`src/rtl/div_iter.sv`:
```
// rtl/div_iter.sv - multi-cycle restoring radix-2 integer divider, AXI-stream operand/result channels
// Operands are captured independently; the result pulse carries {quotient, remainder}.
module div_iter #(
  parameter int SIGNED = 1,
  parameter int DATA_W = 32
) (
  input  logic                  aclk,
  input  logic                  resetn,
  input  logic [DATA_W-1:0]     s_axis_dividend_tdata,
  input  logic                  s_axis_dividend_tvalid,
  output logic                  s_axis_dividend_tready,
  input  logic [DATA_W-1:0]     s_axis_divisor_tdata,
  input  logic                  s_axis_divisor_tvalid,
  output logic                  s_axis_divisor_tready,
  output logic [2*DATA_W-1:0]   m_axis_dout_tdata,
  output logic                  m_axis_dout_tvalid
);

  localparam int CW = $clog2(DATA_W + 1);

  typedef enum logic [1:0] {IDLE, CALC, DONE} state_t;

  state_t              state;
  state_t              state_next;

  logic                a_full;
  logic                b_full;
  logic [DATA_W-1:0]   a_reg;
  logic [DATA_W-1:0]   b_reg;
  logic                cap_a;
  logic                cap_b;
  logic                start;
  logic [DATA_W-1:0]   a_val;
  logic [DATA_W-1:0]   b_val;
  logic                a_neg;
  logic                b_neg;
  logic [DATA_W-1:0]   a_mag;
  logic [DATA_W:0]     b_mag;

  logic [DATA_W:0]     mag_b;
  logic [DATA_W:0]     rem;
  logic [DATA_W-1:0]   dq;
  logic                sign_q;
  logic                sign_r;
  logic [CW-1:0]       cnt;
  logic                last;

  logic [DATA_W+1:0]   trial;
  logic [DATA_W+1:0]   diff;
  logic [DATA_W:0]     rem_next;
  logic [DATA_W-1:0]   dq_next;
  logic [DATA_W-1:0]   q_res;
  logic [DATA_W-1:0]   r_res;

  assign s_axis_dividend_tready = (state == IDLE) && !a_full;
  assign s_axis_divisor_tready  = (state == IDLE) && !b_full;
  assign cap_a = s_axis_dividend_tvalid && s_axis_dividend_tready;
  assign cap_b = s_axis_divisor_tvalid && s_axis_divisor_tready;
  assign start = (state == IDLE) && (a_full || cap_a) && (b_full || cap_b);

  // Operand seen by the start logic: the held slot, or the value arriving this edge
  assign a_val = a_full ? a_reg : s_axis_dividend_tdata;
  assign b_val = b_full ? b_reg : s_axis_divisor_tdata;
  assign a_neg = (SIGNED != 0) && a_val[DATA_W-1];
  assign b_neg = (SIGNED != 0) && b_val[DATA_W-1];
  assign a_mag = a_neg ? -a_val : a_val;
  assign b_mag = b_neg ? -{1'b1, b_val} : {1'b0, b_val};

  // Sign of the widened difference tells whether the trial subtraction fits
  assign trial    = {rem, dq[DATA_W-1]};
  assign diff     = trial - {1'b0, mag_b};
  assign rem_next = diff[DATA_W+1] ? trial[DATA_W:0] : diff[DATA_W:0];
  assign dq_next  = {dq[DATA_W-2:0], !diff[DATA_W+1]};
  assign last     = (cnt == CW'(DATA_W - 1));

  always_comb begin
    q_res = sign_q ? -dq_next : dq_next;
    r_res = sign_r ? -rem_next[DATA_W-1:0] : rem_next[DATA_W-1:0];
    if (b_reg == '0) begin
      q_res = '1;
      r_res = a_reg;
    end
  end

  always_comb begin
    state_next = state;
    case (state)
      IDLE:    if (start) state_next = CALC;
      CALC:    if (last) state_next = DONE;
      DONE:    state_next = IDLE;
      default: state_next = IDLE;
    endcase
  end

  always_ff @(posedge aclk) begin
    if (!resetn) begin
      state <= IDLE;
    end else begin
      state <= state_next;
    end
  end

  always_ff @(posedge aclk) begin
    if (!resetn) begin
      a_full             <= 1'b0;
      b_full             <= 1'b0;
      a_reg              <= '0;
      b_reg              <= '0;
      mag_b              <= '0;
      rem                <= '0;
      dq                 <= '0;
      sign_q             <= 1'b0;
      sign_r             <= 1'b0;
      cnt                <= '0;
      m_axis_dout_tdata  <= '0;
      m_axis_dout_tvalid <= 1'b0;
    end else begin
      m_axis_dout_tvalid <= 1'b0;
      if (cap_a) begin
        a_full <= 1'b1;
        a_reg  <= s_axis_dividend_tdata;
      end
      if (cap_b) begin
        b_full <= 1'b1;
        b_reg  <= s_axis_divisor_tdata;
      end
      if (start) begin
        rem    <= '0;
        dq     <= a_mag;
        mag_b  <= b_mag;
        sign_q <= a_neg ^ b_neg;
        sign_r <= a_neg;
        cnt    <= '0;
      end
      if (state == CALC) begin
        rem <= rem_next;
        dq  <= dq_next;
        cnt <= cnt + 1'b1;
        if (last) begin
          m_axis_dout_tdata  <= {q_res, r_res};
          m_axis_dout_tvalid <= 1'b1;
        end
      end
      if (state == DONE) begin
        a_full <= 1'b0;
        b_full <= 1'b0;
        cnt    <= '0;
      end
    end
  end

endmodule

```
`config.mk`:
```
export PLATFORM = sky130hd
export DESIGN_NAME = div_iter
export DESIGN_NICKNAME = d
export VERILOG_FILES = /design/src/rtl/div_iter.sv
export SDC_FILE = /design/constraint.sdc
export NUM_CORES = 1
export LEC_CHECK = 0
export BUFFER_PORTS_ARGS = -buffer_cell sky130_fd_sc_hd__buf_2
export CORE_ASPECT_RATIO = 1.5
export CORE_MARGIN = 4
export CORE_UTILIZATION = 48
export CTS_CLUSTER_SIZE = 30
export DETAILED_ROUTE_END_ITERATION = 8
export PLACE_DENSITY = 0.76
export REMOVE_ABC_BUFFERS = 1
export SYNTH_ARGS = -nofsm -noshare
export SYNTH_HDL_FRONTEND = slang
export SYNTH_SLANG_ARGS = --single-unit
```
`constraint.sdc`:
```
create_clock -name aclk -period 5.5 [get_ports aclk]
set_input_delay 0.275 -clock aclk [delete_from_list [all_inputs] [get_ports aclk]]
set_output_delay 0.275 -clock aclk [all_outputs]
set_load 0.03 [all_outputs]
```
==> results of run 1 <==
-- cells in the final DEF (no fill, tap or decap), types with 53 or more instances in the layout --
cell type	instances
nand2_1	280
dfxtp_1	233
a21oi_1	232
nor2_1	192
buf_2	134
o21ai_0	112
mux2i_1	94
xor2_1	63
nor3_1	57
a31oi_1	53
-- power breakdown --
| group | switching, mW | internal, mW | total [mW] |
|---|---|---|---|
| Combinational | 3.74 | 2.25 | 5.99 |
| Clock | 0.724 | 1.01 | 1.73 |
| Sequential | 0.189 | 1.88 | 2.07 |
-- cell families (layout without fill, tap and decap cells) --
family | count (synthesis) | count (layout) | share of synthesized area, %
xor gates and xnor gates | 109 | 109 | 6.04
adders and majority gates | 39 | 39 | 3.14
muxes | 110 | 110 | 7.09
DFF | 239 | 239 | 30.3
buffers and inverters | 202 | 323 | 5.67
AOI/OAI and AO/OA | 629 | 629 | 25.3
and+or+nand+nor | 761 | 761 | 22.5
-- worst min-delay path: cells and delay by family --
kind / cells / cell delay [ns]
and+or+nand+nor: 1 / 0.05
buffers and inverters: 1 / 0.12
AOI/OAI and AO/OA: 1 / 0.05
-- what timing repair did --
| action | in CTS | in global routing |
|---|---|---|
| endpoints found under the hold margin | 51 | 0 |
| endpoints found under the setup margin | 0 | 8 |
| buffers inserted | 0 | 4 |
| hold buffers | 51 | 0 |
| gates resized for setup | 0 | 20 |
-- through the flow --
step	setup TNS (ns)	setup WS, ns	instances	power (mW)
4_1_cts	0	0.162	2621	9.62
5_1_grt	-0.0198	-0.0110	2625	10.4
3_5_place_dp	0	0.194	2526	7.84
6_report	0	0.222	2625	9.78
3_3_place_gp	0	0.296	2526	7.78
2_1_floorplan	-3.50	-0.581	1943	6.21
-- per-layer routing --
layer  vias up  routed length [um]  track usage, %
met2       503               24300            47.0
met1      7364               18500            28.4
met3       166                2470            2.47
li1       7755                   -               -
met5         -                   0               0
met4         0                2840            13.9
-- worst min path at each step --
stage                                    startpoint  slack, ns  cells past startpoint        end
after detailed placement                  mag_b[14]       0.45                      2  mag_b[14]
after CTS                 s_axis_dividend_tdata[13]     0.0004                      3  a_reg[13]
after global routing      s_axis_dividend_tdata[13]       0.01                      3  a_reg[13]
final                      s_axis_dividend_tdata[2]       0.02                      3   a_reg[2]
after global placement                    mag_b[22]       0.44                      2  mag_b[22]
after floorplan                              resetn       0.40                      1    rem[15]
-- cell type report --
class | instances | area (um^2) | share of cell area [%]
well taps | 415 | 519 | 2.88
clock buffers | 35 | 723 | 4.01
repair buffers | 223 | 1470 | 8.14
multi-input cells | 1648 | 10200 | 56.6
clock inverters | 9 | 97.6 | 0.541
inverters | 56 | 215 | 1.19
flip-flops and latches | 239 | 4790 | 26.6
==> metrics.yaml, run 1 <==
status:
  status: "finished, final reports clean"
job:
  max_cap_viol_count: 0
synthesis:
  synth_edf_count: 0
  yosys.area.top_type: "dfxtp_1"
  syn_area_um2: 15800
  synth-seq-cells: 239
  synth_top_flop_cell: "dfxtp_1"
  post_synth_num_cell_types: 105
  synthTopCellsByCount: "nand2_1, dfxtp_1, a21oi_1, nor2_1, o21ai_0"
  yosysMostFrequentCell: "nand2_1"
  yosys_warnings: 0
  yosysSeqAreaShare_pct: 30.3
  syn_area_per_cell_um2: 7.57
  synth_top_area_share_pct: 30.3
  synth-async-reset-ratio_pct: 0
  synth_area_leaders: "dfxtp_1, a21oi_1, nand2_1, mux2i_1, nor2_1"
  syn-instance-count: 2089
finish:
  n_fill_cell: 3093
  area_growth_syn_to_layout_pct: 14.1
  regMostFlops: "m_axis_dout_tdata"
  reg.largest.list: "m_axis_dout_tdata x64, mag_b x33, rem x33"
  diodes: 0
  drive_gt1_share_pct: 13.8
  nNetsFinal: 2300
  largest_register_ffs: 64
  postLayoutCellArea_um2: 18000
  fin_util_pct: 55.4
detailed_routing:
  dr_total_vias: 15800
  wirelength_mm: 48.1
  drt-initial-drc-count: 957
  routedWlPerCell_um: 18.3
  firstDrtPassIters: 7
  drt_drc_violations_left: 0
  viasPerCell: 6.01
  postRouteAntennaNets: 0
critical_path:
  startpoint_type: "flip-flop"
  reg2reg_from: "rem[9]"
  crit_end: "m_axis_dout_tdata[20]"
  startpoint: "rem[9]"
  crit_family: "compound AO/OA/AOI/OAI gates"
  path_max_fanout: 9
  cp_cell_sequence: "ha_2, a21oi_1, o21ai_0, a22oi_4, nand3_2, a41o_2, nor2_4, inv_2, a21oi_1, ha_1, nand2_1, or4_1, nor4_2, nand2_2, a2111oi_0, a41oi_1, o31ai_1, xor2_1, nand2_1, a311oi_1"
  reg2reg_slack_ns: 0.22
  critical_path_class: "flip-flop to flip-flop"
  crit_cells: 20
  worstSetupEndpointType: "flip-flop"
  r2r-end: "m_axis_dout_tdata[20]"
  cp_slowest_stage_delay_ns: 0.45
  r2r_cells: 20
  worstPathArrival_ns: 5.72
  required_ns: 5.94
  path_buf_inv: 1
  critical-path-slowest-cell: "or4_1"
floorplan:
  fp.coreArea_um2: 32500
  dieArea_um2: 36000
  die_h_um: 230
  row_count: 81
  initial_utilization_pct: 48.6
  dieWidth_um: 156
  pin_count: 135
sta:
  period_share_pct: 96.0
  period_minus_slack_ns: 5.28
  drv_slew: 0
  max_freq_mhz: 189
  skew_ns: 0.0145
  timing.slew.headroom_pct: 19.4
  setup_violations: 0
  worst_pin_slew_ns: 1.19
  whs_ns: 0.0168
  hold_viol_final: 0
grt:
  grt_antenna_before_repair: 0
  grt_pass1_vias: 15000
  grt_start_max_net_pins: 127
  grt_use_total_pct: 25.5
  overflow: 0
  grt_pass1_wl_mm: 76.2
placement:
  gp_congestion: 0.961
  portBuffers: 134
  dp_hpwl_mm: 35.9
  dpl-instance-area_um2: 16600
cts:
  clockBufferDepth: 3
  cts_root_buf: "clkbuf_16"
  numCtsBuffers: 25
  htree_levels: 1
  clock_latency_ns: 0.54
  cts_tree: "built"
  cts.sinks: 239
  path_clk_slew_ns: 0.06
pwr:
  power_density_nw_per_um2: 543
  p_leak_nw: 7.07
  max-vdd-ir-drop_uv: 350
min_path:
  hold_class: "input port to flip-flop"
No activity file was read; power rests on OpenSTA's default activity.
==> run 2: changes to the inputs <==
clock period = 6.2 ns   (was 5.5 ns; I/O delays follow)
==> run 2 against run 1 <==
Final cell count decreased by 2.7%. Worst setup slack improved by 0.42 ns. Global-route usage decreased by 0.64 points. Wire length decreased by 2.7%. Die area unchanged. Highest routed layer unchanged.
==> metrics.yaml, run 2 (same netlist as run 1, synthesis figures left out) <==
status:
  status: "finished, final reports clean"
grt:
  overflow: 0  # unchanged
  grt_pass1_vias: 14700  # -2.4%
  grt_pass1_wl_mm: 74.5  # -2.2%
  grt_start_max_net_pins: 119  # -6.3%
  grt_antenna_before_repair: 0  # unchanged
  grt_use_total_pct: 24.9  # -0.64 points
floorplan:
  initial_utilization_pct: 48.6  # unchanged
  row_count: 81  # unchanged
  fp.coreArea_um2: 32500  # unchanged
  dieArea_um2: 36000  # unchanged
  pin_count: 135  # unchanged
  dieWidth_um: 156  # unchanged
  die_h_um: 230  # unchanged
pwr:
  power_density_nw_per_um2: 486  # -11%
  p_int_mw: 4.43  # -14%
  clkPwrFrac_pct: 18.9  # +1.2 points
  p_comb_share_pct: 59.3  # -1.9 points
  p_switching_mw: 3.99  # -14%
  switching_share_pct: 47.4  # -0.16 points
  p_leak_nw: 6.77  # -4.1%
  p_seq_share_pct: 21.8  # +0.7 points
  power.total_mw: 8.42  # -14%
  max-vdd-ir-drop_uv: 282  # -19%
critical_path:
  path_max_fanout: 12  # +3
  worstPathArrival_ns: 6.01  # +0.29 ns
  worstSetupEndpointType: "flip-flop"
  required_ns: 6.65  # +0.71 ns
  r2r-end: "m_axis_dout_tdata[20]"
  critical_path_class: "flip-flop to flip-flop"
  cp_slowest_stage_delay_ns: 0.43  # -0.02 ns
  reg2reg_slack_ns: 0.64  # +0.42 ns
  crit_family: "compound AO/OA/AOI/OAI gates"
  cp_cell_sequence: "ha_1, a21oi_2, o21ai_0, a22oi_4, nand3_2, a41o_2, nor2_4, mux2i_1, ha_1, nand2_1, or4_1, nor4_1, nand2_1, a2111oi_0, a41oi_1, o31ai_1, xor2_1, nand2_1, a311oi_1"
  cpMostUsedCell: "nand2_1"
  path_buf_inv: 0  # -1
  critical-path-slowest-cell: "dfxtp_1"
  reg2reg_from: "rem[11]"
  startpoint_type: "flip-flop"
  r2r_cells: 19  # -5.0%
cts:
  htree_levels: 1  # unchanged
  clock_latency_ns: 0.54  # about the same
  clockBufferDepth: 3  # unchanged
  cts_tree: "built"
  cts_root_buf: "clkbuf_16"
  cts-resized-gates: 0  # unchanged
  cts.sinks: 239  # unchanged
  path_clk_slew_ns: 0.07  # about the same
  numCtsBuffers: 24  # -4.0%
min_path:
  hold_start: "s_axis_divisor_tdata[26]"
  min_to: "b_reg[26]"
  hold_class: "input port to flip-flop"
  whs_path_depth: 3  # unchanged
detailed_routing:
  routedWlPerCell_um: 18.3  # about the same
  viasPerCell: 6.04  # +0.36%
  drt-initial-drc-count: 964  # +0.73%
  drt_drc_violations_left: 0  # unchanged
  postRouteAntennaNets: 0  # unchanged
  wirelength_mm: 46.8  # -2.7%
  firstDrtPassIters: 5  # -2
  dr_total_vias: 15400  # -2.4%
placement:
  dp_hpwl_mm: 34.6  # -3.7%
  gp_congestion: 0.903  # -6.1%
  portBuffers: 134  # unchanged
  place_worst_setup_slack_ns: 0.729  # +0.535 ns
finish:
  drive_gt1_share_pct: 12.5  # -1.3 points
  largest_register_ffs: 64  # unchanged
  reg.largest.list: "m_axis_dout_tdata x64, mag_b x33, rem x33"
  final_cell_mix: "nand2_1, dfxtp_1, a21oi_1, nor2_1, buf_2"
  regMostFlops: "m_axis_dout_tdata"
  layout_commonest_cell: "nand2_1"
  n_fill_cell: 3227  # +4.3%
  diodes: 0  # unchanged
  nNetsFinal: 2228  # -3.1%
  area_growth_syn_to_layout_pct: 9.71
  regArea_um2: 4790  # -0.10%
  multi_input_area_um2: 10200  # -0.48%
sta:
  finalWorstSetupSlack_ns: 0.641  # +0.418 ns
  max_freq_mhz: 180  # -5.1%
  hold_viol_final: 0  # unchanged
  timing.slew.headroom_pct: 17.4  # -2.0 points
  setup_violations: 0  # unchanged
  rsz0062_at_grt: "false"
  setup_tns_ns: 0  # unchanged
  worst_pin_slew_ns: 1.21  # +0.0287 ns
  period_share_pct: 89.7  # -6.3 points
  period_minus_slack_ns: 5.56  # +0.282 ns
  skew_ns: 0.00882  # -0.00571 ns
  drv_slew: 0  # unchanged
job:
  max_cap_viol_count: 0  # unchanged
==> run 2: changes by cell type in the layout (fill, tap and decap cells not counted), sizes merged <==
cell,change
buf,-21
bufinv,+2
clkbuf,-6
clkinv,+1
clkinvlp,+2
dlygate4sd3,-50
inv,+1
==> run 2: final cells by class <==
cell class	instances	area share, %
Multi-Input combinational cell	1648	58.6
Clock inverter	15	1.08
Sequential cell	239	27.6
Timing Repair Buffer	152	4.66
Inverter	56	1.24
Clock buffer	29	3.81
Tap cell	415	2.99
==> run 2: worst max path at each step <==
stage / end / cells after the start / startpoint
CTS: m_axis_dout_tdata[26] / 19 / rem[11]
detailed placement: m_axis_dout_tdata[20] / 19 / rem[11]
global placement: m_axis_dout_tdata[26] / 20 / mag_b[12]
finish: m_axis_dout_tdata[20] / 19 / rem[11]
floorplan: m_axis_dout_tdata[20] / 21 / mag_b[12]
global route: m_axis_dout_tdata[20] / 20 / mag_b[12]
==> run 2: per-stage QoR <==
| step | hold WS (ns) | utilization (%) | cell area (um^2) | cells |
|---|---|---|---|---|
| after floorplan | 0.430 | - | 15100 | 1943 |
| after global placement | 0.439 | 50.7 | 16500 | 2509 |
| after detailed placement | 0.445 | 50.7 | 16500 | 2509 |
| after CTS | 0.00117 | 53.3 | 17300 | 2554 |
| after global routing | 0.0287 | 53.3 | 17300 | 2554 |
| final | 0.0218 | 53.3 | 17300 | 2554 |
==> run 2: what timing repair did <==
action,in CTS,in global routing
buffers inserted,0,0
endpoints found under the hold margin,1,0
setup endpoints to repair,0,0
hold buffers,1,0
==> run 2: power by group through the flow <==
stage | Sequential [mW] | Clock (mW) | Combinational, mW
floorplan | 1.83 | 0 | 3.68
global placement | 1.86 | 0 | 4.88
detailed placement | 1.87 | 0 | 4.90
CTS | 1.83 | 1.62 | 4.93
global route | 1.86 | 1.67 | 5.48
finish | 1.84 | 1.59 | 4.99
==> run 2: worst register-to-register path: stages, from the launching register on <==
cell	delay, ns
dfxtp_1	0.43
ha_1	0.42
a21oi_2	0.29
o21ai_0	0.21
a22oi_4	0.32
nand3_2	0.14
a41o_2	0.37
nor2_4	0.34
mux2i_1	0.37
ha_1	0.22
nand2_1	0.07
or4_1	0.43
nor4_1	0.28
nand2_1	0.19
a2111oi_0	0.42
a41oi_1	0.14
o31ai_1	0.34
xor2_1	0.19
nand2_1	0.07
a311oi_1	0.26
==> run 2: per-layer routing <==
metal	routed length, um	part of all wire [%]	up-vias	track usage (%)
met5	0	0	-	0
met4	2260	4.8	0	11.9
met3	2160	4.6	126	2.07
met2	24100	52	451	46.1
met1	18200	39	7220	28.3
li1	-	-	7619	-
